==> src/rtl/fetch_stage_pkg.sv <==
// Shared pipeline definitions: fetch FSM encoding, nop and reset vector,
// plus word-aligned PC helpers.
package fetch_stage_pkg;

    typedef enum logic [1:0] {
        ST_FETCH = 2'd0,
        ST_HOLD  = 2'd1,
        ST_DROP  = 2'd2
    } fetch_state_e;

    localparam logic [31:0] NOP_INSTR    = 32'h0000_0000;
    localparam logic [31:0] RESET_VECTOR = 32'h0000_0000;

    // Force word alignment; the low two PC bits are never stored as ones.
    function automatic logic [31:0] pc_align(input logic [31:0] addr);
        return {addr[31:2], 2'b00};
    endfunction

    // Next sequential PC, modulo 2^32 (0xFFFFFFFC wraps to 0).
    function automatic logic [31:0] pc_inc(input logic [31:0] addr);
        return {addr[31:2] + 30'd1, 2'b00};
    endfunction

endpackage

==> src/rtl/fetch_stage_if.sv <==
// Instruction memory bus between the fetch stage (master) and memory (slave).
interface fetch_stage_if;
    logic        imem_req;
    logic [31:0] imem_addr;
    logic        imem_ready;
    logic [31:0] imem_rdata;

    modport master (output imem_req, imem_addr, input imem_ready, imem_rdata);
    modport slave  (input imem_req, imem_addr, output imem_ready, imem_rdata);
endinterface

==> src/rtl/fetch_stage_ifid_reg.sv <==
// IF/ID pipeline register. Flush beats load; a load with nothing delivered
// inserts a bubble (nop, valid=0); otherwise the contents are held.
module ifid_reg
    import fetch_stage_pkg::*;
(
    input  logic        clk,
    input  logic        rst_n,
    input  logic        flush_i,
    input  logic        load_i,
    input  logic        deliver_i,
    input  logic [31:0] instr_i,
    input  logic [31:0] pc4_i,
    output logic [31:0] instr_o,
    output logic [31:0] pc4_o,
    output logic        valid_o
);

    logic [31:0] instr_q;
    logic [31:0] pc4_q;
    logic        valid_q;

    // Register update: flush, then load (real instruction or bubble), else hold.
    always_ff @(posedge clk or negedge rst_n) begin
        if (!rst_n) begin
            instr_q <= NOP_INSTR;
            pc4_q   <= 32'h0;
            valid_q <= 1'b0;
        end else if (flush_i) begin
            instr_q <= NOP_INSTR;
            pc4_q   <= 32'h0;
            valid_q <= 1'b0;
        end else if (load_i) begin
            if (deliver_i) begin
                instr_q <= instr_i;
                pc4_q   <= pc4_i;
                valid_q <= 1'b1;
            end else begin
                instr_q <= NOP_INSTR;
                pc4_q   <= 32'h0;
                valid_q <= 1'b0;
            end
        end
    end

    assign instr_o = instr_q;
    assign pc4_o   = pc4_q;
    assign valid_o = valid_q;

endmodule

==> src/rtl/fetch_stage.sv <==
// Instruction fetch stage: PC, fetch FSM and one-entry stall buffer, feeding
// the IF/ID register. A redirect arriving mid-access is parked in redir_q
// (DROP) so the address stays stable until the memory completes.
module fetch_stage
    import fetch_stage_pkg::*;
(
    input  logic                 clk,
    input  logic                 rst_n,
    fetch_stage_if.master        bus,
    input  logic                 pc_write_i,
    input  logic                 ifid_write_i,
    input  logic                 if_flush_i,
    input  logic                 branch_taken_i,
    input  logic [31:0]          branch_target_i,
    output logic [31:0]          ifid_instr_o,
    output logic [31:0]          ifid_pc4_o,
    output logic                 ifid_valid_o,
    output logic                 fetch_busy_o
);

    fetch_state_e state_q;
    logic [31:0]  pc_q;
    logic [31:0]  redir_q;
    logic [31:0]  buf_instr_q;
    logic [31:0]  buf_pc4_q;
    logic         req_q;

    logic         advance;
    logic         fire;
    logic         deliver;
    logic [31:0]  del_instr;
    logic [31:0]  del_pc4;

    assign advance = pc_write_i & ifid_write_i;
    // req_q is low only in HOLD and in the first cycle after reset, so an
    // access completes only while a request is really outstanding.
    assign fire    = bus.imem_ready & req_q;

    // Select what, if anything, enters IF/ID this cycle.
    always_comb begin
        deliver   = 1'b0;
        del_instr = bus.imem_rdata;
        del_pc4   = pc_inc(pc_q);
        case (state_q)
            ST_FETCH: deliver = fire & ~branch_taken_i & advance;
            ST_HOLD: begin
                deliver   = ~branch_taken_i & advance;
                del_instr = buf_instr_q;
                del_pc4   = buf_pc4_q;
            end
            default: deliver = 1'b0;
        endcase
    end

    // Fetch FSM with PC, redirect latch, stall buffer and registered request.
    always_ff @(posedge clk or negedge rst_n) begin
        if (!rst_n) begin
            state_q     <= ST_FETCH;
            pc_q        <= RESET_VECTOR;
            redir_q     <= RESET_VECTOR;
            buf_instr_q <= NOP_INSTR;
            buf_pc4_q   <= 32'h0;
            req_q       <= 1'b0;
        end else begin
            case (state_q)
                ST_FETCH: begin
                    req_q <= 1'b1;
                    if (fire) begin
                        if (branch_taken_i) begin
                            pc_q <= pc_align(branch_target_i);
                        end else begin
                            pc_q <= pc_inc(pc_q);
                            if (!advance) begin
                                buf_instr_q <= bus.imem_rdata;
                                buf_pc4_q   <= pc_inc(pc_q);
                                state_q     <= ST_HOLD;
                                req_q       <= 1'b0;
                            end
                        end
                    end else if (branch_taken_i) begin
                        redir_q <= pc_align(branch_target_i);
                        state_q <= ST_DROP;
                    end
                end
                ST_HOLD: begin
                    if (branch_taken_i) begin
                        pc_q    <= pc_align(branch_target_i);
                        state_q <= ST_FETCH;
                        req_q   <= 1'b1;
                    end else if (advance) begin
                        state_q <= ST_FETCH;
                        req_q   <= 1'b1;
                    end
                end
                ST_DROP: begin
                    req_q <= 1'b1;
                    if (fire) begin
                        pc_q    <= branch_taken_i ? pc_align(branch_target_i) : redir_q;
                        state_q <= ST_FETCH;
                    end else if (branch_taken_i) begin
                        redir_q <= pc_align(branch_target_i);
                    end
                end
                default: state_q <= ST_FETCH;
            endcase
        end
    end

    assign bus.imem_req  = req_q;
    assign bus.imem_addr = pc_q;
    assign fetch_busy_o  = (state_q != ST_HOLD) & ~fire;

    ifid_reg u_ifid_reg (
        .clk       (clk),
        .rst_n     (rst_n),
        .flush_i   (if_flush_i),
        .load_i    (ifid_write_i),
        .deliver_i (deliver),
        .instr_i   (del_instr),
        .pc4_i     (del_pc4),
        .instr_o   (ifid_instr_o),
        .pc4_o     (ifid_pc4_o),
        .valid_o   (ifid_valid_o)
    );

endmodule

==> src/flat_wrapper.sv <==
// flat-port wrapper written by rule: the top's interface ports become plain ports
module fetch_stage_flat import fetch_stage_pkg::*;
  (clk, rst_n, pc_write_i, ifid_write_i, if_flush_i, branch_taken_i, branch_target_i, ifid_instr_o, ifid_pc4_o, ifid_valid_o, fetch_busy_o, bus_imem_req, bus_imem_addr, bus_imem_ready, bus_imem_rdata);
  fetch_stage_if bus_i ();
  input  logic clk;
  input  logic rst_n;
  input  logic pc_write_i;
  input  logic ifid_write_i;
  input  logic if_flush_i;
  input  logic branch_taken_i;
  input  logic [31:0] branch_target_i;
  output logic [31:0] ifid_instr_o;
  output logic [31:0] ifid_pc4_o;
  output logic ifid_valid_o;
  output logic fetch_busy_o;
  output wire logic [$bits(bus_i.imem_req)-1:0] bus_imem_req;
  output wire logic [$bits(bus_i.imem_addr)-1:0] bus_imem_addr;
  input wire logic [$bits(bus_i.imem_ready)-1:0] bus_imem_ready;
  input wire logic [$bits(bus_i.imem_rdata)-1:0] bus_imem_rdata;
  assign bus_imem_req = bus_i.imem_req;
  assign bus_imem_addr = bus_i.imem_addr;
  assign bus_i.imem_ready = bus_imem_ready;
  assign bus_i.imem_rdata = bus_imem_rdata;
  fetch_stage u_core (.clk(clk), .rst_n(rst_n), .bus(bus_i), .pc_write_i(pc_write_i), .ifid_write_i(ifid_write_i), .if_flush_i(if_flush_i), .branch_taken_i(branch_taken_i), .branch_target_i(branch_target_i), .ifid_instr_o(ifid_instr_o), .ifid_pc4_o(ifid_pc4_o), .ifid_valid_o(ifid_valid_o), .fetch_busy_o(fetch_busy_o));
endmodule
==> config.mk <==
export PLATFORM = sky130hd
export DESIGN_NAME = fetch_stage_flat
export DESIGN_NICKNAME = d
export VERILOG_FILES = /design/src/rtl/fetch_stage_pkg.sv /design/src/rtl/fetch_stage_if.sv /design/src/rtl/fetch_stage_ifid_reg.sv /design/src/rtl/fetch_stage.sv /design/src/flat_wrapper.sv
export SDC_FILE = /design/constraint.sdc
export NUM_CORES = 1
export LEC_CHECK = 0
export CAP_MARGIN = 15
export CORE_MARGIN = 2
export CORE_UTILIZATION = 35
export CTS_BUF_LIST = sky130_fd_sc_hd__clkbuf_8
export DETAILED_ROUTE_END_ITERATION = 7
export DONT_BUFFER_PORTS = 1
export GPL_TIMING_DRIVEN = 0
export SLEW_MARGIN = 40
export SYNTH_ARGS = -nofsm -noshare
export SYNTH_HDL_FRONTEND = slang
export SYNTH_SLANG_ARGS = --single-unit
==> constraint.sdc <==
create_clock -name clk -period 2.15 [get_ports clk]
set_clock_uncertainty 0.2 [all_clocks]
set_input_delay 0.5375 -clock clk [delete_from_list [all_inputs] [get_ports clk]]
set_output_delay 0.5375 -clock clk [all_outputs]
set_load 0.01 [all_outputs]
==> summary.txt <==
Worst setup path
  – Worst-path maximum fanout: 6
  – WP data arrival: roughly 1.6 ns
  – Crit end category: output pin
  – Worst r2r dst: u_core.bus.imem_addr[12]$_DFFE_PN0P_
  – CP Class: flop to output pin
  – FF-to-FF Start: u_core.state_q[1]$_DFFE_PN0P_
  – Cells on worst reg2reg path: 9
  – R2R setup slack: -0.11 ns
  – Crit path launch type: flop
  – Critical Path RT: approximately 1.4 ns

Timing
  – Setup TNS: -1.294 ns
  – Period minus WS final: around 2.3 ns
  – Worst-Margin Slew: slightly below 0.8 ns
  – Max-slew violations: 0
  – Unrepaired setup endpoints after global routing: true
  – Part of the cycle the worst path needs: 107.4%
  – Worst setup margin: -0.1583 ns
  – WHS: -0.4672 ns
  – Fmax: roughly 0.43 GHz
  – Slew HR: between 40% and 50%
  – # setup viols final: 29
  – Final count of hold timing violations: approximately 190

CTS
  – CTS root buf: clkbuf_8
  – Maximum buffer depth of the clock tree: 2
  – Clock latency on the worst-skew pair: approximately 0.49 ns
  – CTS tree: yes
  – TritonCTS Buffers: 17
  – CTS H-tree depth: 4
  – Hold buffer count at cts: 62
  – Clk slew on worst S/H paths: ~0.12 ns
  – # clock sinks: between 150 and 200

Floorplanning
  – Die span in x: between 150 and 200 um
  – Core region area: 26730 um^2
  – Total die area: 28360 um^2
  – Die height: approximately 170 um
  – Site Rows: 60
  – IO Pins: 170
  – Initial Utilization: about 35%

Global routing
  – Remaining Overflow, GRT: 0
  – Vias in the first global route: between 7000 and 8000
  – Largest net degree at the start of global routing: ~190
  – Initial antenna violation count: 1
  – First-pass GRT wire length: about 46000 um
  – GRT Util Overall: 21.20%

Power and ir drop
  – VDD IR max: between 0.5 and 0.6 mV
  – Power per cell area: approximately 1300 nW/um^2
  – Final Power: 0.01690 W
  – LEAKAGE: 5.173 nW

Logic synthesis
  – Synth cell types: 54
  – Seq cells post-synth: between 150 and 200
  – Syn avg cell area: 10.37 um^2
  – Asr flop ratio synth: 100.0%
  – Post-synth top flop: dfrtp_1
  – Yosys warns: 0
  – Synth Instances: 912
  – Netlist Area Pre-Place: 9459 um^2
  – Sequential element share of the synthesized area: between 50% and 60%
  – EDFF count, synth: 0

Routing
  – Vias per inst: roughly 5.7
  – 1st-iter DRT viols: ~660
  – DRC Markers: 0
  – Routed WL: a little over 30000 um
  – Wire length per cell: about 22 um
  – 1st-pass router iterations: 6
  – Via count: 7911
  – ANT nets after route: 0

Flow run
  – Total of max-cap violations: 0

Finish
  – Nets: 1117
  – Sequential cell area: between 4000 and 5000 um^2
  – Multi-input gate area: 5025 um^2
  – Layout cells sized above 1: between 30 and 40%
  – Area delta synth->final: 32.50%
  – Fill count: around 2400

Worst hold path
  – Class of the tightest hold or removal check: primary input to asynchronous set/reset pin

Outcome
  – Failing checks: negative hold slack, negative setup slack
  – Status: complete, but fails checks

Placement
  – Final Wtd Congestion: 0.9111
  – Detailed Place HPWL: 20510 um
  – Dpl ws: -0.7830 ns
  – Port buffer count: 0
[what timing repair did]
action | in CTS | in global routing
pin swaps | 16 | 23
resized for setup | 179 | 149
endpoints found under the hold margin | 254 | 192
endpoints found under the setup margin | 191 | 154
setup buffers | 20 | 24
cloned | 3 | 5
[logic make-up after synthesis]
kind of cell             count (synthesis)  synth area share, %
flip-flops                             192                50.79
AND/OR/NAND/NOR                        216                11.15
adder cells (fa/ha/maj)                  5               0.6614
other                                    1              0.03964
buffers and inverters                   84                3.585
XOR/XNOR                                26                2.407
AO/OA/AOI/OAI                          261                16.89
multiplexers                           127                14.47
[how the worst max path moves through the flow]
| stage | startpoint | to | slack, ns | cells after the start |
|---|---|---|---|---|
| after CTS | u_core.state_q[1]$_DFFE_PN0P_ | fetch_busy_o | -0.19 | 5 |
| after floorplan | u_core.state_q[0]$_DFFE_PN0P_ | u_core.bus.imem_addr[18]$_DFFE_PN0P_ | 0.004 | 7 |
| after global placement | u_core.state_q[0]$_DFFE_PN0P_ | u_core.bus.imem_addr[11]$_DFFE_PN0P_ | -0.75 | 7 |
| final | u_core.state_q[1]$_DFFE_PN0P_ | fetch_busy_o | -0.16 | 5 |
| after detailed placement | u_core.state_q[1]$_DFFE_PN0P_ | u_core.u_ifid_reg.pc4_o[19]$_DFFE_PN0P_ | -0.78 | 9 |
| after global routing | u_core.state_q[1]$_DFFE_PN0P_ | fetch_busy_o | -0.20 | 5 |
[layout by cell type, fill, tap and decap left out, types with 7 or more instances in the layout]
master / n
a21oi_1: 23
a21oi_2: 9
a22o_1: 7
a22oi_1: 12
a31oi_1: 10
a32oi_1: 8
buf_12: 8
buf_2: 9
buf_4: 40
buf_6: 19
buf_8: 7
clkbuf_1: 14
clkbuf_16: 7
clkbuf_2: 7
clkbuf_8: 18
dfrtp_1: 167
dfrtp_2: 25
dlygate4sd3_1: 62
inv_1: 8
mux2_2: 78
mux2i_1: 49
nand2_1: 114
nand3_1: 7
nand4_1: 12
nor2_1: 13
nor3_4: 9
o21ai_0: 95
o21ai_1: 24
o21ai_2: 7
xnor2_1: 12
[routing by layer]
| metal | GRT usage, % | vias up | wire, um | part of all wire [%] |
|---|---|---|---|---|
| li1 | - | 3567 | - | - |
| met2 | 33.94 | 316 | 14810 | 48 |
| met5 | 0 | - | 0 | 0 |
| met3 | 5.125 | 58 | 2485 | 8.1 |
| met1 | 28.09 | 3970 | 12630 | 41 |
| met4 | 7.609 | 0 | 900 | 2.9 |
[worst max-delay path, cell delays in order, from the launching register on]
cell	delay, ns
dfrtp_1	0.41
inv_2	0.07
ha_4	0.18
buf_12	0.13
buf_12	0.13
nor2_4	0.15
[layout make-up]
cell class	count	share of cell area, %
diodes	1	0.01997
plain buffers	68	5.081
clock buffers	17	1.867
clock inverters	15	1.358
inverters	11	0.3594
multi-input cells	637	40.09
flip-flops and latches	192	38.58
well taps	341	3.404
repair buffers	114	9.234
[report_power, final]
part	internal (W)	switching [W]	total, W
clock	0.000979	0.00149	0.00247
sequential	0.00487	0.00130	0.00617
combinational	0.00410	0.00415	0.00826
total	0.00996	0.00694	0.0169
[state kept, by name, indices dropped and copies added, names as in the netlist]
| signal | flops |
|---|---|
| u_core.bus.imem_req | 1 |
| u_core.redir_q | 32 |
| u_core.state_q | 2 |
| u_core.buf_instr_q | 32 |
| u_core.u_ifid_reg.instr_o | 32 |
| u_core.u_ifid_reg.pc4_o | 30 |
| u_core.buf_pc4_q | 30 |
| u_core.bus.imem_addr | 32 |
| u_core.u_ifid_reg.valid_o | 1 |
[stage by stage]
step	hold WS (ns)	utilization, %	cells	cell area [um^2]
final	-0.4672	46.90	1396	12530
after global routing	-0.5094	46.90	1396	12530
after CTS	-0.4881	44.15	1366	11800
after detailed placement	0.04572	37.20	1254	9941
after global placement	0.04568	37.19	1254	9938
after floorplan	0.04191	-	913	9512
[cells in the mapped netlist (5+ instances only)]
library cell / number / area [um^2]
dfrtp_1: 192 / 4805
o21ai_0: 126 / 630.6
nand2_1: 120 / 450.4
mux2_2: 78 / 878.3
clkbuf_1: 53 / 198.9
mux2i_1: 49 / 490.5
a21oi_1: 35 / 175.2
nor2_1: 19 / 71.32
xnor2_1: 16 / 140.1
a22oi_1: 15 / 112.6
nor3_1: 15 / 75.07
nand4_1: 12 / 75.07
a221oi_1: 11 / 96.34
buf_2: 11 / 55.05
inv_1: 11 / 41.29
a2bb2oi_1: 10 / 87.58
a31oi_1: 10 / 62.56
xor2_1: 10 / 87.58
nand3_1: 9 / 45.04
a32oi_1: 8 / 70.07
and3_1: 8 / 50.05
o31ai_1: 8 / 60.06
a22o_1: 7 / 61.31
and2_1: 6 / 37.54
a211oi_1: 5 / 37.54
and4_1: 5 / 43.79
buf_1: 5 / 18.77
ha_1: 5 / 62.56
o21a_1: 5 / 37.54
o22a_1: 5 / 43.79
Power figures use the tool's default switching activity.
